## src/rtl/alu_pkg.sv

```systemverilog
// Shared definitions for the iterative ALU: opcodes, FSM encoding and
// opcode classification helper.
package alu_pkg;

    localparam int ALU_CTRL_W = 5;

    localparam logic [ALU_CTRL_W-1:0] ALU_ADD    = 5'd0;
    localparam logic [ALU_CTRL_W-1:0] ALU_SUB    = 5'd1;
    localparam logic [ALU_CTRL_W-1:0] ALU_SLL    = 5'd2;
    localparam logic [ALU_CTRL_W-1:0] ALU_SLT    = 5'd3;
    localparam logic [ALU_CTRL_W-1:0] ALU_SLTU   = 5'd4;
    localparam logic [ALU_CTRL_W-1:0] ALU_XOR    = 5'd5;
    localparam logic [ALU_CTRL_W-1:0] ALU_SRL    = 5'd6;
    localparam logic [ALU_CTRL_W-1:0] ALU_SRA    = 5'd7;
    localparam logic [ALU_CTRL_W-1:0] ALU_OR     = 5'd8;
    localparam logic [ALU_CTRL_W-1:0] ALU_AND    = 5'd9;
    localparam logic [ALU_CTRL_W-1:0] ALU_LUI    = 5'd10;
    localparam logic [ALU_CTRL_W-1:0] ALU_MUL    = 5'd11;
    localparam logic [ALU_CTRL_W-1:0] ALU_MULH   = 5'd12;
    localparam logic [ALU_CTRL_W-1:0] ALU_MULHSU = 5'd13;
    localparam logic [ALU_CTRL_W-1:0] ALU_MULHU  = 5'd14;
    localparam logic [ALU_CTRL_W-1:0] ALU_DIV    = 5'd15;
    localparam logic [ALU_CTRL_W-1:0] ALU_DIVU   = 5'd16;
    localparam logic [ALU_CTRL_W-1:0] ALU_REM    = 5'd17;
    localparam logic [ALU_CTRL_W-1:0] ALU_REMU   = 5'd18;

    typedef enum logic [1:0] {
        ST_IDLE = 2'd0,
        ST_BUSY = 2'd1,
        ST_DONE = 2'd2
    } alu_state_e;

    // True for the opcodes handled by the iterative multiply/divide unit.
    function automatic logic is_muldiv(input logic [ALU_CTRL_W-1:0] op);
        return (op >= ALU_MUL) && (op <= ALU_REMU);
    endfunction

endpackage

```

## src/rtl/alu_iter_if.sv

```systemverilog
// Request/response bus of the iterative ALU.
// Handshake: a request transfers on a rising clock edge where req_valid &&
// req_ready && !flush; a response transfers on an edge where resp_valid &&
// resp_ready. alu_out is stable while resp_valid && !resp_ready.
interface alu_if #(parameter int XLEN = 32);
    import alu_pkg::*;

    logic                  flush;
    logic                  req_valid;
    logic                  req_ready;
    logic [ALU_CTRL_W-1:0] alu_ctrl;
    logic [XLEN-1:0]       data_x;
    logic [XLEN-1:0]       data_y;
    logic                  resp_valid;
    logic                  resp_ready;
    logic [XLEN-1:0]       alu_out;

    modport master (
        output flush, req_valid, alu_ctrl, data_x, data_y, resp_ready,
        input  req_ready, resp_valid, alu_out
    );

    modport slave (
        input  flush, req_valid, alu_ctrl, data_x, data_y, resp_ready,
        output req_ready, resp_valid, alu_out
    );

endinterface

```

## src/rtl/alu_iter_muldiv.sv

```systemverilog
// Iterative radix-2 multiply/divide datapath. Operates on magnitudes and
// applies the sign correction on the final step. done_o marks the cycle in
// which result_o is valid (last iteration, combinational).
module muldiv_iter
    import alu_pkg::*;
#(
    parameter int XLEN = 32
) (
    input  logic                  clk,
    input  logic                  rst,
    input  logic                  flush_i,
    input  logic                  start_i,
    input  logic [ALU_CTRL_W-1:0] op_i,
    input  logic [XLEN-1:0]       x_i,
    input  logic [XLEN-1:0]       y_i,
    output logic                  done_o,
    output logic [XLEN-1:0]       result_o
);

    localparam int CNT_W = $clog2(XLEN);

    logic                  busy_q;
    logic [CNT_W-1:0]      cnt_q;
    logic [ALU_CTRL_W-1:0] op_q;
    logic                  neg_q;
    logic                  divzero_q;
    logic [XLEN-1:0]       x_raw_q;
    // Multiplicand (mul) or divisor (div) magnitude.
    logic [XLEN-1:0]       opa_q;
    // Mul: {partial product high, remaining multiplier}. Div: {remainder, quotient}.
    logic [2*XLEN-1:0]     acc_q;
    logic [2*XLEN-1:0]     acc_d;

    logic                  x_signed;
    logic                  y_signed;
    logic                  x_neg;
    logic                  y_neg;
    logic [XLEN-1:0]       x_mag;
    logic [XLEN-1:0]       y_mag;
    logic                  op_is_mul;
    logic [XLEN:0]         mul_sum;
    logic [XLEN:0]         div_shift;
    logic [XLEN:0]         div_diff;
    logic [2*XLEN-1:0]     prod_fix;
    logic [XLEN-1:0]       quo_fix;
    logic [XLEN-1:0]       rem_fix;

    // Operand sign handling at start.
    always_comb begin
        x_signed = (op_i == ALU_MULH) || (op_i == ALU_MULHSU) ||
                   (op_i == ALU_DIV)  || (op_i == ALU_REM);
        y_signed = (op_i == ALU_MULH) || (op_i == ALU_DIV) || (op_i == ALU_REM);
        x_neg    = x_signed && x_i[XLEN-1];
        y_neg    = y_signed && y_i[XLEN-1];
        x_mag    = x_neg ? (~x_i + 1'b1) : x_i;
        y_mag    = y_neg ? (~y_i + 1'b1) : y_i;
    end

    // One radix-2 step: shift-add for mul, restoring subtract for div.
    always_comb begin
        op_is_mul = (op_q <= ALU_MULHU);
        mul_sum   = {1'b0, acc_q[2*XLEN-1:XLEN]} + {1'b0, (acc_q[0] ? opa_q : {XLEN{1'b0}})};
        div_shift = acc_q[2*XLEN-1:XLEN-1];
        div_diff  = div_shift - {1'b0, opa_q};
        if (op_is_mul) begin
            acc_d = {mul_sum, acc_q[XLEN-1:1]};
        end else if (div_diff[XLEN]) begin
            acc_d = {div_shift[XLEN-1:0], acc_q[XLEN-2:0], 1'b0};
        end else begin
            acc_d = {div_diff[XLEN-1:0], acc_q[XLEN-2:0], 1'b1};
        end
    end

    // Sign fix-up and special cases applied to the final step's value.
    always_comb begin
        prod_fix = neg_q ? (~acc_d + 1'b1) : acc_d;
        quo_fix  = neg_q ? (~acc_d[XLEN-1:0] + 1'b1) : acc_d[XLEN-1:0];
        rem_fix  = neg_q ? (~acc_d[2*XLEN-1:XLEN] + 1'b1) : acc_d[2*XLEN-1:XLEN];
        result_o = '0;
        case (op_q)
            ALU_MUL:                         result_o = prod_fix[XLEN-1:0];
            ALU_MULH, ALU_MULHSU, ALU_MULHU: result_o = prod_fix[2*XLEN-1:XLEN];
            ALU_DIV, ALU_DIVU:               result_o = divzero_q ? {XLEN{1'b1}} : quo_fix;
            ALU_REM, ALU_REMU:               result_o = divzero_q ? x_raw_q : rem_fix;
            default:                         result_o = '0;
        endcase
    end

    assign done_o = busy_q && (cnt_q == '0);

    // Operand latch on start, then XLEN iterations counted down to zero.
    always_ff @(posedge clk) begin
        if (rst || flush_i) begin
            busy_q <= 1'b0;
            cnt_q  <= '0;
        end else if (start_i) begin
            busy_q    <= 1'b1;
            cnt_q     <= CNT_W'(XLEN - 1);
            op_q      <= op_i;
            x_raw_q   <= x_i;
            divzero_q <= (y_i == '0);
            if (op_i <= ALU_MULHU) begin
                opa_q <= x_mag;
                acc_q <= {{XLEN{1'b0}}, y_mag};
                neg_q <= x_neg ^ y_neg;
            end else begin
                opa_q <= y_mag;
                acc_q <= {{XLEN{1'b0}}, x_mag};
                neg_q <= (op_i == ALU_REM) ? x_neg : (x_neg ^ y_neg);
            end
        end else if (busy_q) begin
            acc_q <= acc_d;
            if (cnt_q == '0) begin
                busy_q <= 1'b0;
            end else begin
                cnt_q <= cnt_q - 1'b1;
            end
        end
    end

endmodule

```

## src/rtl/alu_iter.sv

```systemverilog
// EX-stage ALU: single-cycle base RV32I ops and iterative RV32M mul/div
// behind a valid/ready request/response handshake.
module alu_iter
    import alu_pkg::*;
#(
    parameter int XLEN = 32
) (
    input  logic       clk,
    input  logic       rst,
    alu_if.slave       bus,
    output alu_state_e state_o
);

    localparam int SHAMT_W = $clog2(XLEN);

    alu_state_e         state_q;
    logic               resp_valid_q;
    logic [XLEN-1:0]    alu_out_q;
    logic [XLEN-1:0]    base_res;
    logic [SHAMT_W-1:0] shamt;
    logic               accept;
    logic               md_start;
    logic               md_done;
    logic [XLEN-1:0]    md_result;

    assign bus.req_ready  = (state_q == ST_IDLE) || ((state_q == ST_DONE) && bus.resp_ready);
    assign accept         = bus.req_valid && bus.req_ready && !bus.flush;
    assign md_start       = accept && is_muldiv(bus.alu_ctrl);
    assign shamt          = bus.data_y[SHAMT_W-1:0];
    assign bus.resp_valid = resp_valid_q;
    assign bus.alu_out    = alu_out_q;
    assign state_o        = state_q;

    // Combinational base ALU; mul/div and undefined opcodes give 0 here.
    always_comb begin
        base_res = '0;
        case (bus.alu_ctrl)
            ALU_ADD:  base_res = bus.data_x + bus.data_y;
            ALU_SUB:  base_res = bus.data_x - bus.data_y;
            ALU_SLL:  base_res = bus.data_x << shamt;
            ALU_SLT:  base_res = {{(XLEN-1){1'b0}}, ($signed(bus.data_x) < $signed(bus.data_y))};
            ALU_SLTU: base_res = {{(XLEN-1){1'b0}}, (bus.data_x < bus.data_y)};
            ALU_XOR:  base_res = bus.data_x ^ bus.data_y;
            ALU_SRL:  base_res = bus.data_x >> shamt;
            ALU_SRA:  base_res = $signed(bus.data_x) >>> shamt;
            ALU_OR:   base_res = bus.data_x | bus.data_y;
            ALU_AND:  base_res = bus.data_x & bus.data_y;
            ALU_LUI:  base_res = bus.data_y;
            default:  base_res = '0;
        endcase
    end

    muldiv_iter #(.XLEN(XLEN)) u_muldiv (
        .clk      (clk),
        .rst      (rst),
        .flush_i  (bus.flush),
        .start_i  (md_start),
        .op_i     (bus.alu_ctrl),
        .x_i      (bus.data_x),
        .y_i      (bus.data_y),
        .done_o   (md_done),
        .result_o (md_result)
    );

    // Control FSM with registered response; flush beats resp_ready and accept.
    always_ff @(posedge clk) begin
        if (rst) begin
            state_q      <= ST_IDLE;
            resp_valid_q <= 1'b0;
            alu_out_q    <= '0;
        end else if (bus.flush) begin
            state_q      <= ST_IDLE;
            resp_valid_q <= 1'b0;
        end else begin
            case (state_q)
                ST_IDLE, ST_DONE: begin
                    if (accept) begin
                        if (is_muldiv(bus.alu_ctrl)) begin
                            state_q      <= ST_BUSY;
                            resp_valid_q <= 1'b0;
                        end else begin
                            state_q      <= ST_DONE;
                            resp_valid_q <= 1'b1;
                            alu_out_q    <= base_res;
                        end
                    end else if ((state_q == ST_IDLE) || bus.resp_ready) begin
                        state_q      <= ST_IDLE;
                        resp_valid_q <= 1'b0;
                    end
                end
                ST_BUSY: begin
                    if (md_done) begin
                        state_q      <= ST_DONE;
                        resp_valid_q <= 1'b1;
                        alu_out_q    <= md_result;
                    end
                end
                default: begin
                    state_q      <= ST_IDLE;
                    resp_valid_q <= 1'b0;
                end
            endcase
        end
    end

endmodule

```

## src/flat_wrapper.sv

```systemverilog
// flat-port wrapper written by rule: the top's interface ports become plain ports
module alu_iter_flat import alu_pkg::*;
#(
    parameter int XLEN = 32
)
  (clk, rst, state_o, bus_flush, bus_req_valid, bus_alu_ctrl, bus_data_x, bus_data_y, bus_resp_ready, bus_req_ready, bus_resp_valid, bus_alu_out);
  alu_if #(.XLEN(XLEN)) bus_i ();
  input  logic clk;
  input  logic rst;
  output alu_state_e state_o;
  input wire logic [$bits(bus_i.flush)-1:0] bus_flush;
  input wire logic [$bits(bus_i.req_valid)-1:0] bus_req_valid;
  input wire logic [$bits(bus_i.alu_ctrl)-1:0] bus_alu_ctrl;
  input wire logic [$bits(bus_i.data_x)-1:0] bus_data_x;
  input wire logic [$bits(bus_i.data_y)-1:0] bus_data_y;
  input wire logic [$bits(bus_i.resp_ready)-1:0] bus_resp_ready;
  output wire logic [$bits(bus_i.req_ready)-1:0] bus_req_ready;
  output wire logic [$bits(bus_i.resp_valid)-1:0] bus_resp_valid;
  output wire logic [$bits(bus_i.alu_out)-1:0] bus_alu_out;
  assign bus_i.flush = bus_flush;
  assign bus_i.req_valid = bus_req_valid;
  assign bus_i.alu_ctrl = bus_alu_ctrl;
  assign bus_i.data_x = bus_data_x;
  assign bus_i.data_y = bus_data_y;
  assign bus_i.resp_ready = bus_resp_ready;
  assign bus_req_ready = bus_i.req_ready;
  assign bus_resp_valid = bus_i.resp_valid;
  assign bus_alu_out = bus_i.alu_out;
  alu_iter #(.XLEN(XLEN)) u_core (.clk(clk), .rst(rst), .bus(bus_i), .state_o(state_o));
endmodule
```

## config.mk

```make
export PLATFORM = sky130hd
export DESIGN_NAME = alu_iter_flat
export DESIGN_NICKNAME = d
export VERILOG_FILES = /design/src/rtl/alu_pkg.sv /design/src/rtl/alu_iter_if.sv /design/src/rtl/alu_iter_muldiv.sv /design/src/rtl/alu_iter.sv /design/src/flat_wrapper.sv
export SDC_FILE = /design/constraint.sdc
export NUM_CORES = 1
export LEC_CHECK = 0
export CAP_MARGIN = 25
export CORE_MARGIN = 10
export CORE_UTILIZATION = 30
export CTS_CLUSTER_DIAMETER = 50
export DETAILED_ROUTE_END_ITERATION = 7
export PLACE_DENSITY_LB_ADDON = 0.2
export SLEW_MARGIN = 40
export SYNTH_ARGS = -nofsm -noshare
export SYNTH_HDL_FRONTEND = slang
export SYNTH_HIERARCHICAL = 1
export SYNTH_SLANG_ARGS = --single-unit
```

## constraint.sdc

```tcl
create_clock -name clk -period 7.06 [get_ports clk]
set_clock_uncertainty 0.05 [all_clocks]
set_input_delay 1.059 -clock clk [delete_from_list [all_inputs] [get_ports clk]]
set_output_delay 1.059 -clock clk [all_outputs]
set_load 0.05 [all_outputs]
```

==> metrics.cfg <==
[sta]
period_needed_ns = 6.848
max_slew.worst_pin.slew_ns = 0.9252
tns_ns = 0
worst_slack_ns = 0.2123
final_hold_viol_count = 0
holdWs_ns = 0.4550
fin_crit_sh = 0.9699
max_freq_mhz = 146.0
setup_viol = 0
slew_headroom = 0.3656
drv_slew = 0

[drt]
routed_wl_um = 133500
detail_route.wl_per_cell_um = 28.21
num_vias = 29020
drc = 0
detail-route-antenna-nets = 0
drt-initial-drc-count = 3404
vias_per_cell = 6.135
dr.pass1.iters = 6

[clock_tree]
cts.sinks = 175
clkTransAtPathRegs_ns = 0.09
cts_buffers = 17
cts_root_buffer = clkbuf_16
ctsHoldBuffers = 0
htree_levels = 4
clock_path_buffers = 2
clock_latency_ns = 0.50
cts_tree = built

[layout]
register_area_um2 = 4855
layout_common_cells = 337 x nand2_1, 297 x nor2_1, 292 x a21oi_1
layout_commonest_cell = nand2_1
post-route-util = 0.3481
multi_input_area_um2 = 20240
stdcell_count = 4731
fillCellCount = 9279
syn_to_final_growth_pct = 14.69
layout-drive-gt1-share = 0.1080
fin_nets = 3812
final_area_um2 = 30340

[place]
port_buffers = 109
place.gp.congestion = 1.053
placedInstanceArea_um2 = 29550
dp_hpwl_um = 104800
dp_slack_ns = -0.01605
place_inst = 4689

[grt]
grt_pass1_wl_um = 192600
globalRoute.totalOverflow = 0
grt_usage = 0.2565
grtUsageMet2 = 0.4079
use_met3 = 0.03979
antenna_found_initial = 4
busiest_layer = met2
grt_max_degree = 78
use_met1 = 0.3276
grt_pass1_vias = 27750

[synthesis]
avgSynthCellArea_um2 = 7.641
ys_seq_elements = 175
syn_area_um2 = 26450
synth_nets = 3714
ys.warnings.count = 6
ys_types = 112
ys_seq_area_frac = 0.1835
synth_ff_type = edfxtp_1
syn_inst = 3462
async_flop_share = 0
synth_edf_count = 135

[floorplanning]
initial_utilization = 0.3035
dieArea_um2 = 100500
die_x_um = 317.0
die_h_um = 317.0
io_pins = 110
core_area_um2 = 87160
row_count = 108

[power_and_ir_drop]
power_density_nw_per_um2 = 113.0
finalPower_mw = 3.427
peakVddDrop_mv = 0.1564
p_leak_nw = 11.37

[run]
drv_cap = 0

[outcome]
status = completed

[critical_path]
worst_setup_path_end_kind = register
max_stage_delay_ns = 0.56
path_cells = ha_1, and4_2, nand4_1, o211ai_1, a22oi_2, buf_4, o211ai_4, o21ai_0, a21oi_1, ha_2, a21bo_2, or4_4, or4_4, or4_4, and3_1, or3_4, nand2_1, o21ai_0, a221o_1, a2111oi_4, o2111ai_2, a2111oi_4, o22ai_1, a21o_1
cp_max_fo = 5
slowest_stage = or4_4
critical_path_class = reg -> reg
cp_data_required_time_ns = 7.41
cpMostUsedCell = or4_4
cp-start-kind = register
cp_data_arrival_time_ns = 7.20

[hold_path]
hold_class = reg -> reg

## cell type report
class	instances	area share
Multi-Input combinational cell	2890	0.6670
Sequential cell	175	0.1600
Timing Repair Buffer	305	0.08437
Tap cell	1155	0.04763
Inverter	171	0.02116
Clock buffer	17	0.01402
Clock inverter	15	0.005567
Antenna cell	3	0.0002474
## critical path, delay by kind of cell, from the launching register on
family                   cells  cell delay [ns]
flip-flops                   1             0.45
adder cells (fa/ha/maj)      2             0.62
AO/OA/AOI/OAI               13             2.73
buffers and inverters        1             0.18
AND/OR/NAND/NOR              8             2.70
## cell families (layout without fill, tap and decap cells)
family,Yosys count,count (layout),synth area share
AND/OR/NAND/NOR,1168,1168,0.2144
AO/OA/AOI/OAI,1103,1103,0.2779
buffers and inverters,397,508,0.06210
multiplexers,262,262,0.1175
XOR/XNOR,179,179,0.05926
adder cells (fa/ha/maj),178,178,0.08532
flip-flops,175,175,0.1835
other,0,3,0
## metal layers
layer,up-vias,share of wire
met3,348,0.076
met5,-,0.00028
met2,1496,0.44
li1,13190,-
met1,13990,0.41
met4,4,0.066
## worst paths after layout
check                                          startpoint                endpoint  slack (ns)  cells past startpoint
worst max register to register  u_core/u_muldiv/acc_q[59]  u_core/bus.alu_out[26]        0.21                     24
worst min register to register      u_core/bus.alu_out[2]   u_core/bus.alu_out[2]        0.45                      2
worst min-delay path                u_core/bus.alu_out[2]   u_core/bus.alu_out[2]        0.45                      2
worst max-delay path            u_core/u_muldiv/acc_q[59]  u_core/bus.alu_out[26]        0.21                     24
## sequential cells by signal (all words and copies together) (netlist names)
signal and count:
u_core/bus.alu_out 32, u_core/state_o 2, u_core/u_muldiv/acc_q 64, u_core/u_muldiv/busy_q 1, u_core/u_muldiv/cnt_q 5, u_core/u_muldiv/divzero_q 1, u_core/u_muldiv/neg_q 1, u_core/u_muldiv/op_q 5
u_core/u_muldiv/opa_q 32, u_core/u_muldiv/x_raw_q 32
## cells in the mapped netlist, drive strengths merged, types with 38 or more instances
| cell type | count | area (um^2) |
|---|---|---|
| nand2b | 39 | 244.0 |
| clkbuf | 131 | 491.7 |
| inv | 169 | 634.4 |
| mux2i | 194 | 1946 |
| nand2 | 337 | 1265 |
| nor3 | 110 | 560.5 |
| nand3 | 82 | 410.4 |
| edfxtp | 135 | 4054 |
| o211ai | 51 | 387.9 |
| buf | 95 | 509.2 |
| a211oi | 54 | 405.4 |
| and2 | 53 | 331.6 |
| nor2 | 302 | 1152 |
| a21o | 40 | 300.3 |
| xor2 | 84 | 735.7 |
| nor2b | 38 | 237.7 |
| o21ai | 244 | 1221 |
| a21oi | 299 | 1508 |
| dfxtp | 40 | 800.8 |
| o31ai | 42 | 320.3 |
| ha | 174 | 2177 |
| xnor2 | 95 | 832.1 |
## power breakdown
group          switching [mW]  leakage (nW)  internal [mW]
registers              0.0106          1.55           1.12
clock network           0.544         0.281          0.474
logic                   0.857          9.55          0.419
total                    1.41          11.4           2.02
## timing repair
action / CTS / global route
pin swaps: 6 / 10
setup buffers: 4 / 4
resized for setup: 5 / 18
endpoints found under the hold margin: 0 / 0
setup endpoints to repair: 1 / 1
cloned: 0 / 0
Power figures use the tool's default switching activity.
